**src/rtl/burst_carrier_gen.sv**
```systemverilog
// Ultrasonic carrier burst generator for the phased-array delay line.
// Freezes the beam-angle select and inserts drain windows so a burst never straddles two angles.
module burst_carrier_gen #(
   parameter int HALF_PERIOD = 625,
   parameter int FLUSH_CLKS  = 8501
) (
   input  logic       clk,
   input  logic       rst_n,
   input  logic       start,
   input  logic       abort,
   input  logic       continuous,
   input  logic [7:0] burst_len,
   input  logic [3:0] select_in,
   output logic [3:0] select_out,
   output logic       pwm_out,
   output logic       busy,
   output logic       done
);

   localparam int HP_W = (HALF_PERIOD > 1) ? $clog2(HALF_PERIOD) : 1;
   localparam int FL_W = (FLUSH_CLKS > 1) ? $clog2(FLUSH_CLKS) : 1;
   localparam logic [HP_W-1:0] HP_LAST = HP_W'(HALF_PERIOD - 1);
   localparam logic [FL_W-1:0] FL_LAST = FL_W'(FLUSH_CLKS - 1);

   typedef enum logic [1:0] {
      IDLE  = 2'd0,
      FLUSH = 2'd1,
      BURST = 2'd2,
      TAIL  = 2'd3
   } state_t;

   state_t          state_q, state_d;
   logic [HP_W-1:0] half_cnt_q, half_cnt_d;
   logic            low_phase_q, low_phase_d;
   logic [7:0]      per_cnt_q, per_cnt_d;
   logic [FL_W-1:0] flush_cnt_q, flush_cnt_d;
   logic [7:0]      len_q, len_d;
   logic [3:0]      select_q, select_d;
   logic            pwm_q, pwm_d;
   logic            busy_q, busy_d;
   logic            done_q, done_d;

   logic flush_last;
   logic half_last;
   logic len_ok;
   logic launch;

   assign flush_last = (flush_cnt_q == FL_LAST);
   assign half_last  = (half_cnt_q == HP_LAST);
   assign len_ok     = (burst_len != 8'd0);

   // Sample points: a fresh start from IDLE, or the last TAIL cycle with auto-repeat.
   assign launch = len_ok &&
                   (((state_q == IDLE) && start) ||
                    ((state_q == TAIL) && flush_last && continuous));

   always_comb begin
      state_d     = state_q;
      half_cnt_d  = half_cnt_q;
      low_phase_d = low_phase_q;
      per_cnt_d   = per_cnt_q;
      flush_cnt_d = flush_cnt_q;
      len_d       = len_q;
      select_d    = select_q;
      busy_d      = busy_q;
      done_d      = 1'b0;

      case (state_q)
         IDLE: begin
            busy_d = 1'b0;
         end
         FLUSH: begin
            if (flush_last) begin
               state_d     = BURST;
               flush_cnt_d = '0;
               half_cnt_d  = '0;
               low_phase_d = 1'b0;
               per_cnt_d   = 8'd0;
            end else begin
               flush_cnt_d = flush_cnt_q + 1'b1;
            end
         end
         BURST: begin
            if (half_last) begin
               half_cnt_d  = '0;
               low_phase_d = ~low_phase_q;
               if (low_phase_q) begin
                  if (per_cnt_q == (len_q - 8'd1)) begin
                     state_d     = TAIL;
                     flush_cnt_d = '0;
                     per_cnt_d   = 8'd0;
                  end else begin
                     per_cnt_d = per_cnt_q + 8'd1;
                  end
               end
            end else begin
               half_cnt_d = half_cnt_q + 1'b1;
            end
         end
         TAIL: begin
            if (flush_last) begin
               done_d      = 1'b1;
               flush_cnt_d = '0;
               state_d     = IDLE;
               busy_d      = 1'b0;
            end else begin
               flush_cnt_d = flush_cnt_q + 1'b1;
            end
         end
         default: begin
            state_d = IDLE;
            busy_d  = 1'b0;
         end
      endcase

      // The flush decision compares against the angle the delay line currently holds.
      if (launch) begin
         len_d       = burst_len;
         select_d    = select_in;
         busy_d      = 1'b1;
         flush_cnt_d = '0;
         half_cnt_d  = '0;
         low_phase_d = 1'b0;
         per_cnt_d   = 8'd0;
         state_d     = (select_in != select_q) ? FLUSH : BURST;
      end

      if (abort) begin
         state_d     = IDLE;
         busy_d      = 1'b0;
         done_d      = 1'b0;
         flush_cnt_d = '0;
         half_cnt_d  = '0;
         low_phase_d = 1'b0;
         per_cnt_d   = 8'd0;
         select_d    = select_q;
         len_d       = len_q;
      end

      // Output follows the next state so it lines up with the first cycle of each phase.
      pwm_d = (state_d == BURST) && !low_phase_d;
   end

   always_ff @(posedge clk or negedge rst_n) begin
      if (!rst_n) begin
         state_q     <= IDLE;
         half_cnt_q  <= '0;
         low_phase_q <= 1'b0;
         per_cnt_q   <= 8'd0;
         flush_cnt_q <= '0;
         len_q       <= 8'd0;
         select_q    <= 4'd0;
         pwm_q       <= 1'b0;
         busy_q      <= 1'b0;
         done_q      <= 1'b0;
      end else begin
         state_q     <= state_d;
         half_cnt_q  <= half_cnt_d;
         low_phase_q <= low_phase_d;
         per_cnt_q   <= per_cnt_d;
         flush_cnt_q <= flush_cnt_d;
         len_q       <= len_d;
         select_q    <= select_d;
         pwm_q       <= pwm_d;
         busy_q      <= busy_d;
         done_q      <= done_d;
      end
   end

   assign select_out = select_q;
   assign pwm_out    = pwm_q;
   assign busy       = busy_q;
   assign done       = done_q;

endmodule

```
**config.mk**
```make
export PLATFORM = sky130hd
export DESIGN_NAME = burst_carrier_gen
export DESIGN_NICKNAME = d
export VERILOG_FILES = /design/src/rtl/burst_carrier_gen.sv
export SDC_FILE = /design/constraint.sdc
export NUM_CORES = 1
export LEC_CHECK = 0
export CAP_MARGIN = 20
export CORE_MARGIN = 3
export CORE_UTILIZATION = 50
export DETAILED_ROUTE_END_ITERATION = 8
export PLACE_DENSITY = 0.73
export SLEW_MARGIN = 10
export SYNTH_ARGS = -nofsm -noshare
export SYNTH_HDL_FRONTEND = slang
export SYNTH_SLANG_ARGS = --single-unit
```
**constraint.sdc**
```tcl
create_clock -name clk -period 2.5 [get_ports clk]
set_clock_uncertainty 0.1 [all_clocks]
set_input_delay 0.625 -clock clk [delete_from_list [all_inputs] [get_ports clk]]
set_output_delay 0.625 -clock clk [all_outputs]
set_load 0.05 [all_outputs]
```
==> results.md <==
* Status: complete, but fails checks
* Failing checks: negative setup slack
* Kind of critical path: reg2reg
* Final net count at 418
* Hold_buf cts at 0
* RSZ-0062 raised after global routing: yes
* Top_reg_cell synth: dfrtp_1
* Post-synth cell types at 63
* Clock insertion delay at the later pin of the skew report at roughly 0.30 ns
* Syn Nets at 351
* Post-synthesis sequential area ratio at 0.4029
* Total CTS buffers at 5
* Root Driver: clkbuf_8
* Die H at about 85 um
* CTS HTree Levels at 2
* Area Overhead vs Synth at 25.50%
* Fin. Hold Viols at 0
* Starting DRT DRC Count at 176
* EDFF count, synth at 0
* Antenna-violating nets left at 0
* Syn. warnings at 0
* Total gr overflow at 0
* Total Power at around 2.1 mW
* Die W at 84.81 um
* Hold WC Path Type: in2async
* Average size of a mapped cell at 9.614 um2
* Worst vdd ir at 413.9 uV
* DR vias at roughly 2,700
* I/O Buffers at 23
* Initial Util at 0.5214
* Rel. slew slack at 0.6340
* CTS clk-pin slew, worst paths at 0.09 ns
* Tcrit/Tclk final at 1.002
* DR vias/cell at 5.836
* Asr flop ratio synth at 1.000
* Row cnt at 28
* Full die area at 0.007193 mm2
* Gpl congestion at 0.8562
* CP arrival at 2.60 ns
* Design area at just under 0.004 mm2
* Pwr dens at roughly 550 mW/mm2
* Pre-antenna DRT Iters at 4
* Global Route Usage Sum at 0.2075
* Pre-CTS setup slack at -0.2682 ns
* Max Fanout on Critical Path at 5
* Post-Syn Instances at 323
* Mapped cell area at approximately 0.0031 mm2
* Layout cells sized above 1 at 0.2262
* Post-layout util at 0.6544
* Max Cap Viol at 0
* Remaining DRCs at 0
* Area after DPL at 0.003715 mm2
* First-pass GRT wire length at 12,320 um
* Startpoint types: register
* CP Capture Type: register
* Largest net degree at the start of global routing at 29
* N_diodes at 0
* DP Wirelength at 5365 um
* Min Clock Period, post-route at about 2.5 ns
* Routed len/inst at 15.42 um
* Fill cells at ~500
* Final Max Slew Viols at 0
* Reg area at 0.001251 mm2
* Post-route setup slack at -0.005548 ns
* Number of synthesized register bits at 50
* Clock sinks at 50
* Final setup fails at 3
* Max Clock Freq at around 400 MHz
* Hold WS at 0.1958 ns
* Lkg Pwr at 1.643 nW
* Core Area at 0.005956 mm2
* Multi-input logic area at roughly 0.0018 mm2
* CTS tree: done
* Vias in the first global route at between 2,000 and 3,000
* Initial antenna violation count at 0
* WL final at 7157 um
* Top Ports at 24
* Tightest Pin Transition at 0.5491 ns
* Longest Clk Path Bufs at 2
* Worst EP required at 2.59 ns
## cell usage after synthesis, drive strengths merged, types with 2 or more instances
library cell | n | area, um2
dfrtp | 50 | 1251
o21ai | 27 | 138.9
nand2 | 21 | 81.33
inv | 19 | 71.32
nor2 | 17 | 63.81
nor3 | 16 | 85.08
a21oi | 13 | 65.06
o22ai | 12 | 87.58
ha | 11 | 137.6
nand3 | 11 | 55.05
mux2 | 10 | 112.6
xnor2 | 9 | 78.83
and3 | 8 | 50.05
o2bb2ai | 8 | 70.07
buf | 7 | 46.29
nand4 | 7 | 43.79
nand2b | 6 | 37.54
a22o | 5 | 43.79
a32o | 5 | 50.05
or3 | 5 | 31.28
and2 | 4 | 25.02
nor3b | 4 | 30.03
nor4 | 4 | 46.29
nor4b | 4 | 41.29
xor2 | 4 | 35.03
a21o | 3 | 22.52
and4 | 3 | 26.28
o31ai | 3 | 27.52
or2 | 3 | 18.77
o211ai | 2 | 15.01
o41ai | 2 | 17.52
## power breakdown
group	internal [mW]	leakage, nW	total [mW]	switching [mW]
logic	0.335	0.928	0.715	0.380
registers	0.869	0.671	0.942	0.0737
clock network	0.214	0.0431	0.468	0.254
total	1.42	1.64	2.13	0.709
## through the flow
| step | TNS [ns] | cells |
|---|---|---|
| after floorplan | 0 | 323 |
| after detailed placement | -5.117 | 455 |
| final | -0.01112 | 464 |
| after global placement | -3.064 | 455 |
| after CTS | 0 | 461 |
| after global routing | -0.6080 | 464 |
## routing by layer
metal	routed length, um	track usage	vias up
li1	-	-	1343
met4	88	0.06043	0
met1	3315	0.2702	1310
met5	0	0	-
met2	3475	0.3537	46
met3	278	0.03786	9
## what timing repair did
action,CTS,global route
pin swaps,1,9
setup buffers,0,3
resized for setup,0,17
setup endpoints to repair,1,22
## cell usage in the layout, fill, tap and decap left out, types with 11 or more instances in the layout
cell type / n
nor2_1: 17
buf_4: 40
nand3_1: 11
nor3_1: 15
clkdlybuf4s50_1: 21
inv_1: 19
dfrtp_1: 50
a21oi_1: 13
o21ai_0: 22
nand2_1: 19
## registers in the layout (all words and copies together) (netlist names)
| name | flops |
|---|---|
| len_q | 8 |
| pwm_out | 1 |
| select_out | 4 |
| per_cnt_q | 8 |
| busy | 1 |
| state_q | 2 |
| low_phase_q | 1 |
| half_cnt_q | 10 |
| done | 1 |
| flush_cnt_q | 14 |
## worst paths after layout
path                                      start                         end  slack [ns]  depth (start not counted)
setup / recovery           len_q[0]$_DFFE_PN0P_  flush_cnt_q[6]$_DFFE_PN0P_      -0.006                          9
hold / removal                            rst_n  flush_cnt_q[3]$_DFFE_PN0P_        0.20                          1
setup reg to reg           len_q[0]$_DFFE_PN0P_  flush_cnt_q[6]$_DFFE_PN0P_      -0.006                          9
hold reg to reg                busy$_DFFE_PN0P_            busy$_DFFE_PN0P_        0.42                          2
max in group asynchronous                 rst_n    per_cnt_q[4]$_DFFE_PN0P_        1.56                          2
min in group clk               busy$_DFFE_PN0P_            busy$_DFFE_PN0P_        0.42                          2
## cell families after synthesis
| logic type | synth area share |
|---|---|
| and+or+nand+nor | 0.2236 |
| muxes | 0.03949 |
| adders and majority gates | 0.04432 |
| AOI/OAI and AO/OA | 0.2139 |
| xor gates and xnor gates | 0.03666 |
| DFF | 0.4029 |
| buffers and inverters | 0.03908 |
## cell type report
| cell class | instances | area share |
|---|---|---|
| timing repair buffer | 68 | 0.1544 |
| inverter | 19 | 0.01830 |
| sequential | 50 | 0.3210 |
| clock buffer | 6 | 0.02119 |
| tap | 75 | 0.02408 |
| multi-input combinational | 246 | 0.4610 |
## worst max-delay path: stages (launching register included)
cell	delay (ns)
dfrtp_1	0.40
buf_6	0.13
nor3_4	0.18
xnor2_1	0.09
or4_4	0.59
nor4_4	0.30
buf_4	0.18
buf_4	0.13
o22ai_1	0.07
a32o_1	0.21
Power figures use the tool's default switching activity.
